===== src/rtl/mips_pkg.sv =====
// Shared definitions for the multicycle MIPS controller and the ALU decoder
// that sits downstream of it.
//   - opcode values recognised by the main controller
//   - ALUop encodings consumed by the ALU decoder
//   - ALUSrcB / PCSrc mux select encodings
//   - controller state enum
package mips_pkg;

    localparam logic [5:0] OP_RTYPE = 6'b000000;
    localparam logic [5:0] OP_LW    = 6'b100011;
    localparam logic [5:0] OP_SW    = 6'b101011;
    localparam logic [5:0] OP_BEQ   = 6'b000100;
    localparam logic [5:0] OP_BNE   = 6'b000101;
    localparam logic [5:0] OP_ADDI  = 6'b001000;
    localparam logic [5:0] OP_SLTI  = 6'b001010;
    localparam logic [5:0] OP_ORI   = 6'b001101;
    localparam logic [5:0] OP_J     = 6'b000010;

    localparam logic [2:0] ALUOP_ADD    = 3'b000;
    localparam logic [2:0] ALUOP_SUB_EQ = 3'b001;
    localparam logic [2:0] ALUOP_FUNCT  = 3'b010;
    localparam logic [2:0] ALUOP_SLT    = 3'b011;
    localparam logic [2:0] ALUOP_SUB_NE = 3'b100;
    localparam logic [2:0] ALUOP_OR     = 3'b110;

    localparam logic [1:0] SRCB_REG     = 2'b00;
    localparam logic [1:0] SRCB_FOUR    = 2'b01;
    localparam logic [1:0] SRCB_IMM     = 2'b10;
    localparam logic [1:0] SRCB_IMM_SH2 = 2'b11;

    localparam logic [1:0] PCSRC_ALU    = 2'b00;
    localparam logic [1:0] PCSRC_ALUOUT = 2'b01;
    localparam logic [1:0] PCSRC_JUMP   = 2'b10;

    typedef enum logic [3:0] {
        S_FETCH,
        S_DECODE,
        S_MEMADR,
        S_MEMRD,
        S_MEMWB,
        S_MEMWR,
        S_EXEC_R,
        S_WB_R,
        S_BRANCH,
        S_EXEC_I,
        S_WB_I,
        S_JUMP
    } state_t;

endpackage


===== src/rtl/mc_ctrl_fsm.sv =====
// Multicycle MIPS main controller. Sequences each instruction through
// fetch / decode / execute / memory / writeback and drives every datapath
// enable and mux select, plus ALUop for the ALU decoder. Fetch and
// load/store memory steps stall until mem_ready.
//
// Ports:
//   clk, reset_n        clock (rising edge), async active-low reset
//   op                  opcode from the instruction register
//   mem_ready           memory completes the current access this cycle
//   mem_req, MemWrite   memory request and write strobe
//   IRWrite, IorD       instruction register load, address select
//   PCWrite, Branch, BranchNe   PC load enables
//   RegDst, MemtoReg, RegWrite  register file write controls
//   ALUSrcA, ALUSrcB, ImmZero   ALU operand selects
//   PCSrc, ALUop        next-PC select, ALU decoder operation
//   illegal_op          one-cycle pulse on an unsupported opcode
//
// state    | meaning
// ---------+-------------------------------------------------------------
// FETCH    | read instruction at PC, PC+4 -> PC on mem_ready
// DECODE   | branch target -> ALUOut, dispatch on op
// MEMADR   | A + sign-extended imm -> ALUOut (load/store address)
// MEMRD    | read data memory, wait for mem_ready
// MEMWB    | loaded data -> rt
// MEMWR    | write data memory, wait for mem_ready
// EXEC_R   | A op B per funct
// WB_R     | ALUOut -> rd
// BRANCH   | compare A/B, load PC from ALUOut on condition
// EXEC_I   | A op imm (ADDI / SLTI / ORI)
// WB_I     | ALUOut -> rt
// JUMP     | jump target -> PC
module mc_ctrl_fsm
    import mips_pkg::*;
#(
    parameter int OP_W    = 6,
    parameter int ALUOP_W = 3
) (
    input  logic               clk,
    input  logic               reset_n,
    input  logic [OP_W-1:0]    op,
    input  logic               mem_ready,
    output logic               mem_req,
    output logic               MemWrite,
    output logic               IRWrite,
    output logic               IorD,
    output logic               PCWrite,
    output logic               Branch,
    output logic               BranchNe,
    output logic               RegDst,
    output logic               MemtoReg,
    output logic               RegWrite,
    output logic               ALUSrcA,
    output logic [1:0]         ALUSrcB,
    output logic               ImmZero,
    output logic [1:0]         PCSrc,
    output logic [ALUOP_W-1:0] ALUop,
    output logic               illegal_op
);

    state_t state, state_next;

    always_ff @(posedge clk or negedge reset_n) begin
        if (!reset_n) state <= S_FETCH;
        else          state <= state_next;
    end

    always_comb begin
        state_next = state;
        case (state)
            S_FETCH:  if (mem_ready) state_next = S_DECODE;
            S_DECODE: begin
                case (op)
                    OP_LW, OP_SW:             state_next = S_MEMADR;
                    OP_RTYPE:                 state_next = S_EXEC_R;
                    OP_BEQ, OP_BNE:           state_next = S_BRANCH;
                    OP_ADDI, OP_SLTI, OP_ORI: state_next = S_EXEC_I;
                    OP_J:                     state_next = S_JUMP;
                    default:                  state_next = S_FETCH;
                endcase
            end
            S_MEMADR: begin
                if (op == OP_LW)      state_next = S_MEMRD;
                else if (op == OP_SW) state_next = S_MEMWR;
                else                  state_next = S_FETCH;
            end
            S_MEMRD:  if (mem_ready) state_next = S_MEMWB;
            S_MEMWB:  state_next = S_FETCH;
            S_MEMWR:  if (mem_ready) state_next = S_FETCH;
            S_EXEC_R: state_next = S_WB_R;
            S_WB_R:   state_next = S_FETCH;
            S_BRANCH: state_next = S_FETCH;
            S_EXEC_I: state_next = S_WB_I;
            S_WB_I:   state_next = S_FETCH;
            S_JUMP:   state_next = S_FETCH;
            default:  state_next = S_FETCH;
        endcase
    end

    // Outputs are gated by reset_n so that every control is inactive while
    // reset is held, even though the state register already reads FETCH.
    always_comb begin
        mem_req    = 1'b0;
        MemWrite   = 1'b0;
        IRWrite    = 1'b0;
        IorD       = 1'b0;
        PCWrite    = 1'b0;
        Branch     = 1'b0;
        BranchNe   = 1'b0;
        RegDst     = 1'b0;
        MemtoReg   = 1'b0;
        RegWrite   = 1'b0;
        ALUSrcA    = 1'b0;
        ALUSrcB    = SRCB_REG;
        ImmZero    = 1'b0;
        PCSrc      = PCSRC_ALU;
        ALUop      = ALUOP_ADD;
        illegal_op = 1'b0;
        if (reset_n) begin
            case (state)
                S_FETCH: begin
                    mem_req = 1'b1;
                    ALUSrcB = SRCB_FOUR;
                    // IR and PC load only on the acknowledged cycle.
                    IRWrite = mem_ready;
                    PCWrite = mem_ready;
                end
                S_DECODE: begin
                    ALUSrcB = SRCB_IMM_SH2;
                    case (op)
                        OP_LW, OP_SW, OP_RTYPE, OP_BEQ, OP_BNE,
                        OP_ADDI, OP_SLTI, OP_ORI, OP_J: illegal_op = 1'b0;
                        default:                        illegal_op = 1'b1;
                    endcase
                end
                S_MEMADR: begin
                    ALUSrcA = 1'b1;
                    ALUSrcB = SRCB_IMM;
                end
                S_MEMRD: begin
                    mem_req = 1'b1;
                    IorD    = 1'b1;
                end
                S_MEMWB: begin
                    MemtoReg = 1'b1;
                    RegWrite = 1'b1;
                end
                S_MEMWR: begin
                    mem_req  = 1'b1;
                    IorD     = 1'b1;
                    MemWrite = 1'b1;
                end
                S_EXEC_R: begin
                    ALUSrcA = 1'b1;
                    ALUop   = ALUOP_FUNCT;
                end
                S_WB_R: begin
                    RegDst   = 1'b1;
                    RegWrite = 1'b1;
                end
                S_BRANCH: begin
                    ALUSrcA = 1'b1;
                    PCSrc   = PCSRC_ALUOUT;
                    if (op == OP_BNE) begin
                        ALUop    = ALUOP_SUB_NE;
                        BranchNe = 1'b1;
                    end else if (op == OP_BEQ) begin
                        ALUop  = ALUOP_SUB_EQ;
                        Branch = 1'b1;
                    end
                end
                S_EXEC_I: begin
                    ALUSrcA = 1'b1;
                    ALUSrcB = SRCB_IMM;
                    case (op)
                        OP_SLTI: ALUop = ALUOP_SLT;
                        OP_ORI: begin
                            ALUop   = ALUOP_OR;
                            ImmZero = 1'b1;
                        end
                        default: ALUop = ALUOP_ADD;
                    endcase
                end
                S_WB_I: begin
                    RegWrite = 1'b1;
                end
                S_JUMP: begin
                    PCSrc   = PCSRC_JUMP;
                    PCWrite = 1'b1;
                end
                default: begin
                    mem_req = 1'b0;
                end
            endcase
        end
    end

endmodule


===== config.mk =====
export PLATFORM = sky130hd
export DESIGN_NAME = mc_ctrl_fsm
export DESIGN_NICKNAME = d
export VERILOG_FILES = /design/src/rtl/mips_pkg.sv /design/src/rtl/mc_ctrl_fsm.sv
export SDC_FILE = /design/constraint.sdc
export NUM_CORES = 1
export LEC_CHECK = 0
export CORE_UTILIZATION = 47
export CTS_BUF_LIST = sky130_fd_sc_hd__clkbuf_8
export DETAILED_ROUTE_END_ITERATION = 6
export HOLD_SLACK_MARGIN = 0.06
export PLACE_DENSITY = 0.95
export SETUP_SLACK_MARGIN = 0.1
export SKIP_CTS_REPAIR_TIMING = 1
export SLEW_MARGIN = 20
export SYNTH_ARGS = -nofsm -noshare
export SYNTH_HDL_FRONTEND = slang
export SYNTH_SLANG_ARGS = --single-unit

===== constraint.sdc =====
create_clock -name clk -period 2.1 [get_ports clk]
set_input_delay 0.21 -clock clk [delete_from_list [all_inputs] [get_ports clk]]
set_output_delay 0.21 -clock clk [all_outputs]
set_load 0.005 [all_outputs]

==> key figures, run 1 <==
CTS
  • Clock Sink Count: 4
  • Total CTS buffers: 3
  • Clock Root Buffer: clkbuf_8
  • H-Tree Depth: 1
  • Clock Path Buffers: 2

GRT
  • Largest net degree at the start of global routing: 12

Yosys
  • Synthesized area: 708 um2
  • Most used DFF post-synth: dfrtp_1
  • Register bit count reported by yosys: 4
  • Post-synth EDFFs: 0
  • YS warnings: 0
  • Post-synthesis cell count: roughly 110
  • Net Count, Synth: 116
  • Post-synth cell types: 41
  • Post-synth ARST share: 100%
  • Synth Area per Inst: between 6 and 7 um2
  • Seq/Total Area, Yosys: between 10% and 20%

Die
  • Initial Util: around 52%
  • Io pins: 29
  • Die X: between 40 and 50 um
  • Core Rows: 13
  • Die Ht: 40.8 um

STA
  • Worst endpoint after global-route timing repair: ALUSrcA
  • Worst EP kind: output port

Placement
  • Pre-CTS setup slack: -181 ps
  • RePlAce Congestion: 0.912
  • Port bufs: 28
  • Placed Area: about 1100 um2
  • DPL Wire Length: 1.98 mm

Outcome
  • Tool error: [ERROR DPL-0038] Utilization greater than 100%, impossible to legalize
  • Stopped at: global routing
  • Outcome: did not finish
-- cells by family after synthesis --
kind of cell	synth area share, %
buf+inv	11.0
mux	1.41
compound gates	21.4
xor+xnor	1.24
simple gates	50.9
flops	14.1
-- cells in the mapped netlist, types with 2 or more instances --
| cell | number | area share [%] |
|---|---|---|
| o21bai_1 | 2 | 2.1 |
| nor3_1 | 9 | 6.4 |
| inv_1 | 4 | 2.1 |
| and3_1 | 2 | 1.8 |
| a21oi_1 | 4 | 2.8 |
| dfrtp_1 | 4 | 14 |
| nor2_1 | 18 | 9.5 |
| nand3b_1 | 3 | 3.2 |
| or2_2 | 2 | 1.8 |
| o21ai_0 | 4 | 2.8 |
| nand4b_1 | 2 | 2.5 |
| buf_6 | 3 | 4.8 |
| nand2b_1 | 6 | 5.3 |
| nor4b_1 | 2 | 2.5 |
| nor2b_1 | 4 | 3.5 |
| buf_2 | 2 | 1.4 |
| nand2_1 | 6 | 3.2 |
| nand3_1 | 4 | 2.8 |
| clkbuf_1 | 3 | 1.6 |
| nor4_1 | 2 | 1.8 |
-- through the flow --
stage	std cells	hold slack (ps)	TNS (ps)
detailed placement	167	539	-542
global placement	167	529	-307
floorplan	107	-85.6	0
CTS	170	311	-1080
==> inputs of run 2 (changes only) <==
Settings changed: CORE_AREA set to 2 2 63 65, CORE_UTILIZATION 47 to unset, CTS_BUF_LIST sky130_fd_sc_hd__clkbuf_8 to unset, DIE_AREA set to 0 0 65 67, HOLD_SLACK_MARGIN 0.06 to unset, PLACE_DENSITY 0.95 to unset, PLACE_DENSITY_LB_ADDON set to 0.15, SETUP_SLACK_MARGIN 0.1 to unset.
==> run 2 against run 1 <==
Net effect: the run now ends clean; area after synthesis is the same; synthesized cell count is the same.
==> key figures, run 2 <==
Die
  • Die X: 65 um (+59%)
  • Die Ht: 67 um (+64%)
  • Io pins: 29 (unchanged)
  • Core Rows: 22 (+9)
  • Core area: ~3600 um2
  • Initial Util: 19.6% (-33 points)
  • Die area: 4360 um2

Worst hold path
  • Hold crit path type: in -> async

Cells and area
  • ANT cells: 0
  • Most common cell after layout, fill and taps aside: buf_4
  • Most frequent cells in the layout: 42 x buf_4, 15 x clkdlybuf4s50_1, 13 x nor2_1, 13 x dlymetal6s2s_1, 9 x nor3_1
  • FF+latch area: approximately 100 um2
  • Biggest register: state
  • Layout area overhead: 104%
  • Fraction of layout cells with a size suffix above 1: roughly two fifths
  • Area occupied by multi-input gates: 594 um2
  • Fill count: 377
  • Top Registers: state: 4 flops
  • Max reg flops: 4
  • Final #Nets: between 150 and 200

Run
  • Max-cap violations: 0

Yosys
  • Synthesized area: 708 um2 (unchanged)
  • Most used DFF post-synth: dfrtp_1
  • Synth area leaders: dfrtp_1 14%, nor2_1 9.5%, nor3_1 6.4%
  • Seq/Total Area, Yosys: 14.1% (unchanged)
  • Synth top area share: 14.1% (unchanged)
  • Yosys top cell by area: dfrtp_1
  • Post-synth ARST share: 100% (unchanged)
  • Post-synthesis cell count: 107 (unchanged)
  • YS warnings: 0 (unchanged)
  • Post-synth cell types: 41 (unchanged)
  • Register bit count reported by yosys: 4 (unchanged)
  • Synth Area per Inst: 6.62 um2 (unchanged)
  • Synth top cells by count: 18 x nor2_1, 9 x nor3_1, 6 x nand2_1, 6 x nand2b_1
  • Net Count, Synth: 116 (unchanged)
  • Post-synth EDFFs: 0 (unchanged)
  • Top-count cell post-synth: nor2_1

CTS
  • Latest clock arrival within the worst-skew pair: about 220 ps
  • H-Tree Depth: 1 (unchanged)
  • Clock Sink Count: 4 (unchanged)
  • Clock Path Buffers: 2 (unchanged)
  • Total CTS buffers: 3 (unchanged)
  • Clock Root Buffer: clkbuf_8
  • Clock-pin slew on the worst setup and hold paths: 30 ps
  • CTS tree: done

GRT
  • First-pass GRT wire length: between 4 and 5 mm
  • Largest net degree at the start of global routing: 14
  • Initial antenna violation count: 0
  • GR Overflow Total: 0
  • Total GRT Usage: between 10% and 20%
  • Vias in the first global route: 996

Route
  • M1 wire length: ~1.3 mm
  • Max layer used: met4
  • Vias: 996
  • DR WL met2: 1.29 mm
  • WL met3: about 100 um
  • Routed len/inst: between 10 and 15 um
  • Number of routed nets with antenna violations: 0
  • DR DRC count: 0
  • Via density: ~4.5
  • DR pass1 iterations: 4
  • Initial DRC Count: 39
  • Routed wire length: around 2.7 mm

Placement
  • DPL Wire Length: 2.13 mm (+7.7%)
  • Port bufs: 28 (unchanged)
  • RePlAce Congestion: 0.754 (-17%)
  • Pre-CTS setup slack: -216 ps (-35.3 ps)

Power
  • P_int: 0.000506 W
  • VDD IR max: ~0.13 mV
  • Net switching fraction of the power: 36.4%
  • Part of the power in registers: about 16%
  • Leakage power total: roughly 0.76 nW
  • Logic gate share of total power: 63.5%
  • P_sw: about 0.00029 W
  • PwrDens: 552 nW/um2
  • Power share of the clock group: 20.7%

STA
  • Slew Viols, Final: 0
  • Fin crit period: between 2000 and 2500 ps
  • FMAX: approximately 0.49 GHz
  • Rel. slew slack: around 80%
  • Hold Violations, Final: 0
  • Worst Max-Slew Pin Slew: roughly 320 ps
  • WHS: roughly 290 ps
  • Final setup margin: slightly below 40 ps
  • Setup Viol. Count Final: 0
  • Clock Skews: about 2.4 ps
  • Final period utilization: 98.1%

Setup path
  • FF-to-FF setup slack: ~630 ps
  • CP arrival: around 1900 ps
  • Crit path from: state[0]
  • Setup CP Type: reg -> out
  • Worst R2R End: state[0]
  • Crit path max fanout: 7
  • Crit Reg-Reg Startpoint: state[2]
  • Worst EP required: roughly 1900 ps
  • Worst r2r path cells: 4
  • Crit path launch type: flop
  • CP Capture Type: output port

Outcome
  • Outcome: completed
## run 2: cell counts after synthesis
Identical to the previous run, type by type.
## run 2: worst max path at each step
stage                      end
floorplan             BranchNe
global placement    illegal_op
detailed placement  illegal_op
CTS                 illegal_op
global route          RegWrite
finish                RegWrite
## run 2: per-stage QoR
stage,util [%],instances,cell area [um2],total power (W),setup TNS [ps]
2_1_floorplan,-,107,708,0.000335,0
3_3_place_gp,35.0,211,1260,0.000560,-688
3_5_place_dp,35.0,211,1260,0.000564,-722
4_1_cts,36.2,214,1310,0.000739,-1260
5_1_grt,40.0,219,1440,0.000860,-30.0
6_report,40.0,219,1440,0.000796,0
## run 2: critical path: stages, from the launching register on
cell	delay (ps)
dfrtp_2	440
nor2b_1	160
buf_4	130
nand3b_1	160
nor2_1	110
o21a_1	120
clkdlybuf4s50_1	490
## run 2: cell families (layout without fill, tap and decap cells)
kind of cell | Yosys count | count (layout) | synth area share, %
xor+xnor | 1 | 1 | 1.24
flops | 4 | 4 | 14.1
simple gates | 66 | 66 | 50.9
buf+inv | 13 | 77 | 11.0
mux | 1 | 1 | 1.41
compound gates | 22 | 22 | 21.4
## run 2: per-layer routing
layer	up-vias	GRT usage, %
li1	512	-
met1	459	15.4
met2	21	22.3
met3	4	2.03
met4	0	6.38
met5	-	0
## run 2: final cells by class
type / count / area share (%)
clock buffers: 3 / 2.86
multi-input cells: 90 / 41.2
repair buffers: 70 / 43.5
inverters: 4 / 1.04
flip-flops and latches: 4 / 7.20
well taps: 48 / 4.16
## run 2: power groups by stage
stage          Clock [W]  Sequential [W]  Combinational, W
3_3_place_gp           0        0.000130          0.000430
2_1_floorplan          0       0.0000992          0.000236
3_5_place_dp           0        0.000131          0.000433
6_report        0.000165        0.000126          0.000505
4_1_cts         0.000173        0.000130          0.000436
5_1_grt         0.000179        0.000127          0.000554
Note: power is estimated with default switching activity, not from simulation.
